**config.mk**
```make
export PLATFORM = sky130hd
export DESIGN_NAME = cnn_layer_accel_wht_seq_ctrl
export DESIGN_NICKNAME = d
export VERILOG_FILES = /design/src/rtl/cnn_layer_accel_wht_seq_pkg.sv /design/src/rtl/cnn_layer_accel_wht_seq_gen.sv /design/src/rtl/cnn_layer_accel_wht_seq_ctrl.sv
export SDC_FILE = /design/constraint.sdc
export NUM_CORES = 1
export LEC_CHECK = 0
export ABC_AREA = 1
export CAP_MARGIN = 20
export CORE_MARGIN = 3
export CORE_UTILIZATION = 45
export DETAILED_ROUTE_END_ITERATION = 8
export PLACE_DENSITY = 0.76
export SETUP_SLACK_MARGIN = 0.2
export SLEW_MARGIN = 30
export SYNTH_ARGS = -nofsm -noshare
export SYNTH_HDL_FRONTEND = slang
export SYNTH_SLANG_ARGS = --single-unit
```
**constraint.sdc**
```tcl
create_clock -name clk -period 3.35 [get_ports clk]
set_clock_uncertainty 0.1 [all_clocks]
set_input_delay 0.335 -clock clk [delete_from_list [all_inputs] [get_ports clk]]
set_output_delay 0.335 -clock clk [all_outputs]
set_load 0.01 [all_outputs]
```
**src/rtl/cnn_layer_accel_wht_seq_pkg.sv**
```systemverilog
// Shared types and helpers for the per-CE weight-table sequence controller.
// Holds the FSM state enum and the mapping from a sequence step to the two DSP lane weight indices.
package cnn_layer_accel_wht_seq_pkg;

   typedef enum logic [1:0] {IDLE, LOAD, FLUSH, EXEC} wht_state_e;

   localparam int         KERNEL_3x3_WEIGHTS = 9;
   localparam logic [3:0] SEQ_PAD_ADDR       = 4'hF;

   // Lane 0 takes the even weight of a step and lane 1 the odd one.
   // Step 4 only has weight 8, so lane 1 points at the zero pad entry.
   function automatic logic [3:0] seq_addr(input logic [2:0] step, input logic lane);
      logic [3:0] addr;
      addr = {step, lane};
      if (lane && (step == 3'd4))
         addr = SEQ_PAD_ADDR;
      return addr;
   endfunction

endpackage

```
**src/rtl/cnn_layer_accel_wht_seq_gen.sv**
```systemverilog
// Execute-phase sequencer: step, pass and kernel counters plus lane address generation.
// All outputs are registered so ce_execute, the addresses and the step index change together.
module cnn_layer_accel_wht_seq_gen
   import cnn_layer_accel_wht_seq_pkg::*;
#(
   parameter int C_SEQ_LEN       = 5,
   parameter int C_PIX_CNT_WIDTH = 16
) (
   input  logic                       clk,
   input  logic                       rst,
   input  logic                       start,
   input  logic                       active,
   input  logic                       exec_en,
   input  logic [C_PIX_CNT_WIDTH-1:0] pix_passes,
   input  logic [5:0]                 last_kidx,
   output logic                       ce_execute,
   output logic [2:0]                 ce_cycle_counter,
   output logic [3:0]                 wht_seq_addr0,
   output logic [3:0]                 wht_seq_addr1,
   output logic                       next_kernel,
   output logic                       job_last,
   output logic [5:0]                 kernel_idx
);

   localparam logic [2:0]                 LAST_STEP = 3'(C_SEQ_LEN - 1);
   localparam logic [C_PIX_CNT_WIDTH-1:0] PASS_ONE  = 1;

   logic [2:0]                 step;
   logic [C_PIX_CNT_WIDTH-1:0] pass_cnt;
   logic                       fire;

   assign fire = active && exec_en;

   // pix_passes is already forced to at least 1, so the final pass is pix_passes-1.
   always_ff @(posedge clk) begin
      if (rst) begin
         step             <= '0;
         pass_cnt         <= '0;
         kernel_idx       <= '0;
         ce_execute       <= 1'b0;
         ce_cycle_counter <= '0;
         wht_seq_addr0    <= '0;
         wht_seq_addr1    <= '0;
         next_kernel      <= 1'b0;
         job_last         <= 1'b0;
      end else begin
         ce_execute  <= fire;
         next_kernel <= 1'b0;
         job_last    <= 1'b0;
         if (start) begin
            step       <= '0;
            pass_cnt   <= '0;
            kernel_idx <= '0;
         end else if (fire) begin
            ce_cycle_counter <= step;
            wht_seq_addr0    <= seq_addr(step, 1'b0);
            wht_seq_addr1    <= seq_addr(step, 1'b1);
            if (step == LAST_STEP) begin
               step <= '0;
               if (pass_cnt == (pix_passes - PASS_ONE)) begin
                  pass_cnt    <= '0;
                  next_kernel <= 1'b1;
                  job_last    <= (kernel_idx == last_kidx);
                  kernel_idx  <= kernel_idx + 6'd1;
               end else begin
                  pass_cnt <= pass_cnt + PASS_ONE;
               end
            end else begin
               step <= step + 3'd1;
            end
         end
      end
   end

endmodule

```
**src/rtl/cnn_layer_accel_wht_seq_ctrl.sv**
```systemverilog
// Job-level weight-table controller: descriptor intake, weight load path and phase FSM.
// Optional macro CE_WHT_SEQ_CHECK_EN adds a last_kernel consistency check with sticky seq_err.
module cnn_layer_accel_wht_seq_ctrl
   import cnn_layer_accel_wht_seq_pkg::*;
#(
   parameter int C_MAX_KERNELS   = 64,
   parameter int C_SEQ_LEN       = 5,
   parameter int C_PIX_CNT_WIDTH = 16
) (
   input  logic                       clk,
   input  logic                       rst,
   input  logic                       job_valid,
   output logic                       job_ready,
   input  logic [15:0]                num_kernels_in,
   input  logic [C_PIX_CNT_WIDTH-1:0] pix_per_kernel,
   output logic                       job_accept,
   output logic                       kernel_config_valid,
   output logic [15:0]                num_kernels,
   output logic                       config_mode,
   input  logic                       wht_in_valid,
   output logic                       wht_in_ready,
   input  logic [15:0]                wht_in_data,
   output logic                       wht_config_wren,
   output logic [15:0]                wht_config_data,
   input  logic                       exec_en,
   output logic                       ce_execute,
   output logic [2:0]                 ce_cycle_counter,
   output logic [3:0]                 wht_seq_addr0,
   output logic [3:0]                 wht_seq_addr1,
   output logic                       next_kernel,
   input  logic                       last_kernel,
   output logic                       job_done
`ifdef CE_WHT_SEQ_CHECK_EN
   ,output logic                      seq_err
`endif
);

   localparam logic [C_PIX_CNT_WIDTH-1:0] PIX_ONE = 1;

   wht_state_e                 state;
   logic [3:0]                 w_cnt;
   logic [5:0]                 k_cnt;
   logic [C_PIX_CNT_WIDTH-1:0] pix_passes;
   logic [15:0]                nk_sat;
   logic [C_PIX_CNT_WIDTH-1:0] pix_eff;
   logic                       start;
   logic                       in_hs;
   logic                       gen_active;
   logic                       job_last;
   logic [5:0]                 kernel_idx;

   assign nk_sat     = (num_kernels_in >= 16'(C_MAX_KERNELS)) ? 16'(C_MAX_KERNELS - 1) : num_kernels_in;
   assign pix_eff    = (pix_per_kernel == '0) ? PIX_ONE : pix_per_kernel;
   assign start      = (state == IDLE) && job_valid;
   assign in_hs      = wht_in_valid && wht_in_ready;
   assign gen_active = (state == EXEC) && !job_last;

   // Phase FSM and load path. config_mode stays up through the cycle carrying the
   // final table write, then FLUSH drops it so the table returns to the sequence port.
   always_ff @(posedge clk) begin
      if (rst) begin
         state               <= IDLE;
         job_ready           <= 1'b1;
         job_accept          <= 1'b0;
         kernel_config_valid <= 1'b0;
         num_kernels         <= '0;
         config_mode         <= 1'b0;
         wht_in_ready        <= 1'b0;
         wht_config_wren     <= 1'b0;
         wht_config_data     <= '0;
         job_done            <= 1'b0;
         w_cnt               <= '0;
         k_cnt               <= '0;
         pix_passes          <= PIX_ONE;
      end else begin
         job_accept          <= 1'b0;
         kernel_config_valid <= 1'b0;
         wht_config_wren     <= 1'b0;
         job_done            <= 1'b0;
         case (state)
            IDLE: begin
               if (job_valid) begin
                  job_accept          <= 1'b1;
                  kernel_config_valid <= 1'b1;
                  num_kernels         <= nk_sat;
                  pix_passes          <= pix_eff;
                  w_cnt               <= '0;
                  k_cnt               <= '0;
                  job_ready           <= 1'b0;
                  state               <= LOAD;
               end
            end
            LOAD: begin
               config_mode  <= 1'b1;
               wht_in_ready <= 1'b1;
               if (in_hs) begin
                  wht_config_wren <= 1'b1;
                  wht_config_data <= wht_in_data;
                  if (w_cnt == 4'(KERNEL_3x3_WEIGHTS - 1)) begin
                     w_cnt <= '0;
                     if (k_cnt == num_kernels[5:0]) begin
                        wht_in_ready <= 1'b0;
                        state        <= FLUSH;
                     end else begin
                        k_cnt <= k_cnt + 6'd1;
                     end
                  end else begin
                     w_cnt <= w_cnt + 4'd1;
                  end
               end
            end
            FLUSH: begin
               config_mode <= 1'b0;
               state       <= EXEC;
            end
            EXEC: begin
               if (job_last) begin
                  job_done  <= 1'b1;
                  job_ready <= 1'b1;
                  state     <= IDLE;
               end
            end
            default: state <= IDLE;
         endcase
      end
   end

   cnn_layer_accel_wht_seq_gen #(
      .C_SEQ_LEN       (C_SEQ_LEN),
      .C_PIX_CNT_WIDTH (C_PIX_CNT_WIDTH)
   ) u_seq_gen (
      .clk              (clk),
      .rst              (rst),
      .start            (start),
      .active           (gen_active),
      .exec_en          (exec_en),
      .pix_passes       (pix_passes),
      .last_kidx        (num_kernels[5:0]),
      .ce_execute       (ce_execute),
      .ce_cycle_counter (ce_cycle_counter),
      .wht_seq_addr0    (wht_seq_addr0),
      .wht_seq_addr1    (wht_seq_addr1),
      .next_kernel      (next_kernel),
      .job_last         (job_last),
      .kernel_idx       (kernel_idx)
   );

`ifdef CE_WHT_SEQ_CHECK_EN
   logic [2:0] last_pipe;
   logic [1:0] tail_cnt;
   logic       in_window;

   assign in_window = (state == EXEC) || (tail_cnt != 2'd0);

   // The table's last_kernel lags our kernel index by three cycles; compare through EXEC and its tail.
   always_ff @(posedge clk) begin
      if (rst) begin
         last_pipe <= '0;
         tail_cnt  <= '0;
         seq_err   <= 1'b0;
      end else begin
         last_pipe <= {last_pipe[1:0], (kernel_idx == num_kernels[5:0])};
         if (state == EXEC)
            tail_cnt <= 2'd3;
         else if (tail_cnt != 2'd0)
            tail_cnt <= tail_cnt - 2'd1;
         if (job_accept)
            seq_err <= 1'b0;
         else if (in_window && (last_pipe[2] != last_kernel))
            seq_err <= 1'b1;
      end
   end
`else
   logic [6:0] unused_chk;
   assign unused_chk = {last_kernel, kernel_idx};
`endif

endmodule

```
==> results of run 1 <==
cells in the mapped netlist, drive strengths merged:
library cell    n
a22o            1
dfxtp         101
or2             2
a221oi          1
nor3           11
xor2           15
conb            1
o22ai           1
nor2           79
nor3b           4
inv            87
xnor2          11
nor4            6
nand4          10
nand3          54
a22oi           2
a211oi          5
and2            1
o211a           1
ha             12
o2111ai         1
o211ai          2
buf             6
nand2         204
clkbuf         14
a21oi          40
a31oi           1
o21ai          48
nand3b          4
through the flow:
| stage | area (sq um) | util | cells |
|---|---|---|---|
| 2_1_floorplan | 5140 | - | 725 |
| 3_3_place_gp | 6280 | 0.572 | 952 |
| 3_5_place_dp | 6280 | 0.572 | 952 |
| 4_1_cts | 6600 | 0.601 | 968 |
| 5_1_grt | 6600 | 0.601 | 968 |
| 6_report | 6600 | 0.601 | 968 |
cell families (layout without fill, tap and decap cells):
| family | Yosys count | after routing | synth area share |
|---|---|---|---|
| buf+inv | 107 | 210 | 0.0820 |
| other cells | 1 | 1 | 0.000729 |
| flops | 101 | 101 | 0.393 |
| fa+ha+maj | 12 | 12 | 0.0292 |
| simple gates | 375 | 375 | 0.338 |
| compound gates | 103 | 103 | 0.111 |
| xor+xnor | 26 | 26 | 0.0457 |
power breakdown:
part	internal, mW	total (mW)	switching, mW
combinational	0.539	1.35	0.809
sequential	1.32	1.45	0.125
clock	0.598	1.10	0.505
total	2.46	3.90	1.44
flip-flops by register name, indices dropped and copies added, names as in the netlist:
register,cells
pix_passes,16
kernel_config_valid,1
u_seq_gen.wht_seq_addr1,4
u_seq_gen.next_kernel,1
w_cnt,4
job_ready,1
u_seq_gen.step,3
u_seq_gen.kernel_idx,6
u_seq_gen.ce_execute,1
u_seq_gen.job_last,1
config_mode,1
wht_in_ready,1
job_done,1
num_kernels,16
wht_config_data,16
u_seq_gen.pass_cnt,16
state,2
u_seq_gen.wht_seq_addr0,3
k_cnt,6
wht_config_wren,1
per-layer routing:
layer | GRT usage | part of all wire | up-vias | wire (um)
li1 | - | - | 2527 | -
met1 | 0.236 | 0.41 | 2290 | 5340
met2 | 0.386 | 0.51 | 129 | 6740
met3 | 0.0733 | 0.065 | 22 | 857
met4 | 0.0617 | 0.018 | 0 | 231
met5 | 0 | 0 | - | 0
area by class of cell:
type                       count  area [sq um]
clock buffer                   9           225
clock inverter                 7          90.1
fill                         990          4380
inverter                      87           327
multi-input combinational    517          2700
sequential                   101          2020
tap                          140           175
timing repair buffer         107          1060
final timing paths:
check	startpoint	endpoint	slack, ps	cells past startpoint
max	state[0]	u_seq_gen.pass_cnt[4]	730	9
min	num_kernels[10]	num_kernels[10]	340	2
max reg2reg	state[0]	u_seq_gen.pass_cnt[4]	730	9
min reg2reg	num_kernels[10]	num_kernels[10]	340	2
worst min-delay path, stage by stage, from the launching register on:
cell and delay [ps]:
dfxtp_1 310, nand2_1 60, nor2_1 30
==> impl_metrics.ini, run 1 <==
[logic_synthesis]
synthCells = 725
synth-seq-area-share = 0.393
synth_area_leaders = dfxtp_1 39%, nand2_1 14%, inv_1 5.9%
syn_area_sq_um = 5140
synth.largest_area_cell = dfxtp_1
synthDistinctLibCells = 43
synthesis.nets = 791
yosys_warnings = 0
ys_ff_latch = 101
yosys.area.top_type_share = 0.393
avgSynthCellArea_sq_um = 7.09

[cells_and_area]
syn_to_final_growth_pct = 28.3
mostFrequentLayoutCells = 197 x nand2_1, 103 x clkdlybuf4s50_1, 101 x dfxtp_1, 81 x inv_1, 60 x nor2_1
antenna_cells = 0
drive_gt1_frac = 0.0797
fin_nets = 889
layout_commonest_cell = nand2_1

[clock_tree]
cts_max_path_buffers = 2
post_cts_buffers = 0
cts_resized = 0
clockRootBuffer = clkbuf_16
clkSlewWorstSetupHoldPaths_ps = 80
cts_hold_buf = 0
cts_tree = yes
cts_num_sinks = 101
htree_levels = 3
clock_latency_ps = 360
cts-buffers-inserted = 9

[floorplanning]
die_area_sq_um = 12700
core_region_area_sq_um = 11000
start_util = 0.468
rows = 38
die_w_um = 113
dieHeight_um = 113
pin_count = 106

[placement]
port_buffers = 103
post-place-ws_ps = 685
dp_hpwl_um = 10200
gp_congestion = 0.896

[setup_path]
critical_path_class = flip-flop to flip-flop
slowest_stage = nand2_1
arrival_ps = 2820
crit_chain = inv_1, ha_1, nand2_1, inv_1, nor2_1, inv_1, a21oi_4, nand3_1, inv_1
end_kind = flip-flop
cp-start-kind = flip-flop
crit_path_max_fanout = 22
cp_common_cell = inv_1
cpPeakStageDelay_ps = 450
crit_family = simple AND/OR/NAND/NOR gates
cp.required_ps = 3550
crit_buf_inv = 4

[timing]
fin_crit_ps = 2620
layout_setup_ws_ps = 731
final.period_utilization = 0.782
finalHoldViolCount = 0
setup_viol = 0
tightest_slew_ps = 840
rsz0062_at_grt = false
setup_tns_ps = 0
maxSlewHeadroom = 0.439
max_freq_mhz = 382
slew_violations = 0
holdWs_ps = 341

[detailed_routing]
routed_wirelength_um = 13200
ant_nets = 0
post_drt_wl_per_cell_um = 13.6
dr.pass1.iters = 5
vias_per_cell = 5.13
drc = 0
vias = 4968
dr.first_iter.drc_count = 227

[power_and_ir_drop]
power.density_nw_per_um2 = 591
p_leak_nw = 2.77
fin_total_pwr_mw = 3.90
ir_worst_vdd_v = 0.000508

[global_routing]
antenna_found_initial = 0
grt_max_degree = 44
grt_first_pass_wirelength_um = 22500
grt_overflow = 0
grt.total_usage = 0.213
grt_pass1_vias = 4978

[worst_hold_path]
hold_class = flip-flop to flip-flop

[run]
max_cap_viol_count = 0

[outcome]
outcome = complete, no violations
Note: power is estimated with default switching activity, not from simulation.
==> inputs of run 2 (changes only) <==
- clock period: 3.35 -> 2.5 ns (I/O delays scaled with it)
==> impl_metrics.ini, run 2 (same netlist as run 1, synthesis figures left out) <==
[placement]
gp_congestion = 0.925
dp_cells = 959
post-place-ws_ps = 263
port_buffers = 103
post_dp_cell_area_sq_um = 6340
dp_hpwl_um = 10400

[global_routing]
grt_overflow = 0
antenna_found_initial = 0
grt_first_pass_wirelength_um = 22600
grt.total_usage = 0.213
grt_max_degree = 33
grt_pass1_vias = 4960

[cells_and_area]
syn_to_final_growth_pct = 31.0
layout_commonest_cell = nand2_1
mostFrequentLayoutCells = 197 x nand2_1, 103 x clkdlybuf4s50_1, 100 x dfxtp_1, 80 x inv_1, 59 x nor2_1
fin_nets = 897
drive_gt1_frac = 0.0957
stdcell_area_sq_um = 6740
antenna_cells = 0
final_core_util = 0.613
finalNonFillerCells = 976

[power_and_ir_drop]
p_leak_nw = 2.83
power.density_nw_per_um2 = 804
ir_worst_vdd_v = 0.000665

[floorplanning]
pin_count = 106
core_region_area_sq_um = 11000
die_w_um = 113
rows = 38
die_area_sq_um = 12700
start_util = 0.468
dieHeight_um = 113

[detailed_routing]
dr.first_iter.drc_count = 261
vias_per_cell = 5.13
post_drt_wl_per_cell_um = 14.0
drc = 0
routed_wirelength_um = 13600
ant_nets = 0
vias = 5004
dr.pass1.iters = 5

[worst_hold_path]
hold_class = input pin to flip-flop

[setup_path]
end_kind = flip-flop
critical_path_class = flip-flop to flip-flop
cp-start-kind = flip-flop
crit_path_max_fanout = 8
cp.required_ps = 2650
arrival_ps = 2280

[clock_tree]
clock_latency_ps = 360
cts_resized = 0
clockRootBuffer = clkbuf_16
cts_tree = yes
cts_num_sinks = 101
clkSlewWorstSetupHoldPaths_ps = 80
cts_max_path_buffers = 2
post_cts_buffers = 0
cts-buffers-inserted = 9
htree_levels = 3
cts_hold_buf = 0

[timing]
slew_violations = 0
max_freq_mhz = 469
fin_crit_ps = 2130
tightest_slew_ps = 621
maxSlewHeadroom = 0.585
rsz0062_at_grt = true
layout_setup_ws_ps = 369
setup_tns_ps = 0
finalHoldViolCount = 0
final.period_utilization = 0.853
setup_viol = 0

[run]
max_cap_viol_count = 0

[outcome]
outcome = complete, no violations
-- run 2: cell types whose count changed in the layout (fill, tap and decap cells not counted), sizes merged --
cell and delta:
clkinv +1, nor2 +1, bufinv +1, clkinvlp -1
buf +7, inv -1
-- run 2: metal layers --
layer	up-vias	part of all wire	track usage
li1	2542	-	-
met5	-	0	0
met1	2317	0.41	0.240
met3	24	0.070	0.0711
met4	0	0.017	0.0545
met2	121	0.51	0.387
-- run 2: cell type report --
cell class,instances,area [sq um]
Clock buffer,9,225
Clock inverter,7,126
Fill cell,958,4250
Inverter,87,329
Multi-Input combinational cell,518,2740
Sequential cell,101,2020
Tap cell,140,175
Timing Repair Buffer,114,1110
-- run 2: final timing paths --
path / startpoint / endpoint / slack, ps / cells past startpoint
worst max-delay path: pix_passes[3] / u_seq_gen.kernel_idx[3] / 370 / 14
worst min-delay path: wht_in_data[7] / wht_config_data[7] / 340 / 3
worst max register to register: pix_passes[3] / u_seq_gen.kernel_idx[3] / 370 / 14
worst min register to register: num_kernels[15] / num_kernels[15] / 350 / 2
-- run 2: critical path, stage by stage (launching register included) --
cell     delay (ps)
dfxtp_1         430
nor2_2          170
nand2_2         100
nor2_4          210
nand2_1          90
nand2_1          80
nand2_1          70
inv_1            50
nand2_1          50
nor2_1          100
nand2_1         110
nor2_4          170
nand3_2         130
nand2_1          90
a21oi_1          60
-- run 2: metrics by stage --
step	hold slack, ps	total power [mW]
after floorplan	260	3.19
after global placement	327	3.73
after detailed placement	333	3.79
after CTS	335	5.40
after global routing	346	5.75
final	344	5.41
-- run 2: where the power goes --
group	internal, mW	switching [mW]	leakage, nW
clock	0.910	0.686	0.169
combinational	0.760	1.11	1.84
sequential	1.77	0.174	0.819
total	3.44	1.97	2.83
==> inputs of run 3 (changes only) <==
- CORE_MARGIN: 3 -> 5
==> impl_metrics.ini, run 3 (same netlist as run 1, synthesis figures left out) <==
[worst_hold_path]
hold_class = flip-flop to flip-flop
worstHoldPathCells = 2

[setup_path]
cp_common_cell = nand2_1
cpPeakStageDelay_ps = 380
cp.required_ps = 2640
r2r_cells = 10
critical_path_class = flip-flop to flip-flop
crit_chain = ha_1, nand2_2, nor2_4, nand2_4, nor3_2, nand2_1, nor3_4, nand2_1, o211ai_1, nor2_1
crit_path_max_fanout = 9
slowest_stage = dfxtp_1
arrival_ps = 2290
end_kind = flip-flop
cp-start-kind = flip-flop

[run]
max_cap_viol_count = 0

[timing]
slew_violations = 0
finalHoldViolCount = 0
maxSlewHeadroom = 0.604
setup_viol = 0
fin_crit_ps = 2150
max_freq_mhz = 465
rsz0062_at_grt = true
final.period_utilization = 0.859
holdWs_ps = 340
setup_tns_ps = 0
tightest_slew_ps = 588

[placement]
gp_congestion = 0.907
port_buffers = 103
dp_hpwl_um = 9870
dp_cells = 961

[cells_and_area]
drive_gt1_frac = 0.105
antenna_cells = 0
fin_nets = 902
mostFrequentLayoutCells = 196 x nand2_1, 103 x clkdlybuf4s50_1, 100 x dfxtp_1, 80 x inv_1, 58 x nor2_1
layout_commonest_cell = nand2_1
final_core_util = 0.600
finalNonFillerCells = 984
syn_to_final_growth_pct = 32.0

[clock_tree]
clockRootBuffer = clkbuf_16
cts_max_path_buffers = 2
cts-buffers-inserted = 9
clock_latency_ps = 350
cts_num_sinks = 101
htree_levels = 3
cts_tree = yes
clkSlewWorstSetupHoldPaths_ps = 80
cts_hold_buf = 0

[global_routing]
grt_overflow = 0
grt_pass1_vias = 4701
grt_first_pass_wirelength_um = 21400
grt_max_degree = 28
grt.total_usage = 0.194
antenna_found_initial = 0

[power_and_ir_drop]
netSwitchingFraction = 0.370
power.density_nw_per_um2 = 787
power.switching_mw = 1.98
p_leak_nw = 2.86
seqPwrFrac = 0.365
ir_worst_vdd_v = 0.000483
p_int_mw = 3.36
p_comb_frac = 0.353
clkPwrFrac = 0.282

[floorplanning]
die_w_um = 117
core_region_area_sq_um = 11300
start_util = 0.454
rows = 39
dieHeight_um = 117
die_area_sq_um = 13700
pin_count = 106

[detailed_routing]
ant_nets = 0
vias = 4929
dr.first_iter.drc_count = 253
drc = 0
post_drt_wl_per_cell_um = 13.3
routed_wirelength_um = 13100
vias_per_cell = 5.01
dr.pass1.iters = 4

[outcome]
outcome = complete, no violations
==> run 3: final timing paths <==
check                  from                      to  slack [ps]
max reg2reg        state[1]  u_seq_gen.pass_cnt[12]         350
max                state[1]  u_seq_gen.pass_cnt[12]         350
min          num_kernels[9]          num_kernels[9]         340
min reg2reg  num_kernels[9]          num_kernels[9]         340
==> run 3: power groups by stage <==
stage               combinational, mW  sequential, mW  clock (mW)
floorplan                        1.21            1.97           0
global placement                 1.78            1.97           0
detailed placement               1.80            1.97           0
CTS                              1.82            1.94        1.54
global route                     2.13            1.97        1.61
finish                           1.89            1.95        1.51
==> run 3: repair_timing <==
item,CTS,global route
setup endpoints to repair,0,27
gates resized for setup,0,16
buffers inserted,0,6
==> run 3: area by class of cell <==
| type | count | area [sq um] |
|---|---|---|
| flip-flops and latches | 101 | 2020 |
| clock inverters | 7 | 103 |
| inverters | 87 | 327 |
| fillers | 1005 | 4530 |
| repair buffers | 119 | 1150 |
| clock buffers | 9 | 225 |
| well taps | 143 | 179 |
| multi-input cells | 518 | 2780 |
==> run 3: critical path: cells and delay by family, from the launching register on <==
kind	cells	cell delay, ps
and+or+nand+nor	8	1150
DFF	1	380
AOI/OAI and AO/OA	1	210
adders and majority gates	1	200
==> run 3: layer usage <==
metal | wire length, um | vias up | GRT usage | share of wire
met5 | 0 | - | 0 | 0
met4 | 203 | 0 | 0.0535 | 0.016
li1 | - | 2560 | - | -
met1 | 5370 | 2247 | 0.225 | 0.41
met2 | 6550 | 105 | 0.339 | 0.50
met3 | 947 | 17 | 0.0710 | 0.072
==> run 3: metrics by stage <==
step                instance area (sq um)  setup WS [ps]  total power [mW]
floorplan                            5140            588              3.19
global placement                     6330            251              3.75
detailed placement                   6330            191              3.77
CTS                                  6660            253              5.29
global route                         6790            147              5.71
finish                               6790            352              5.34
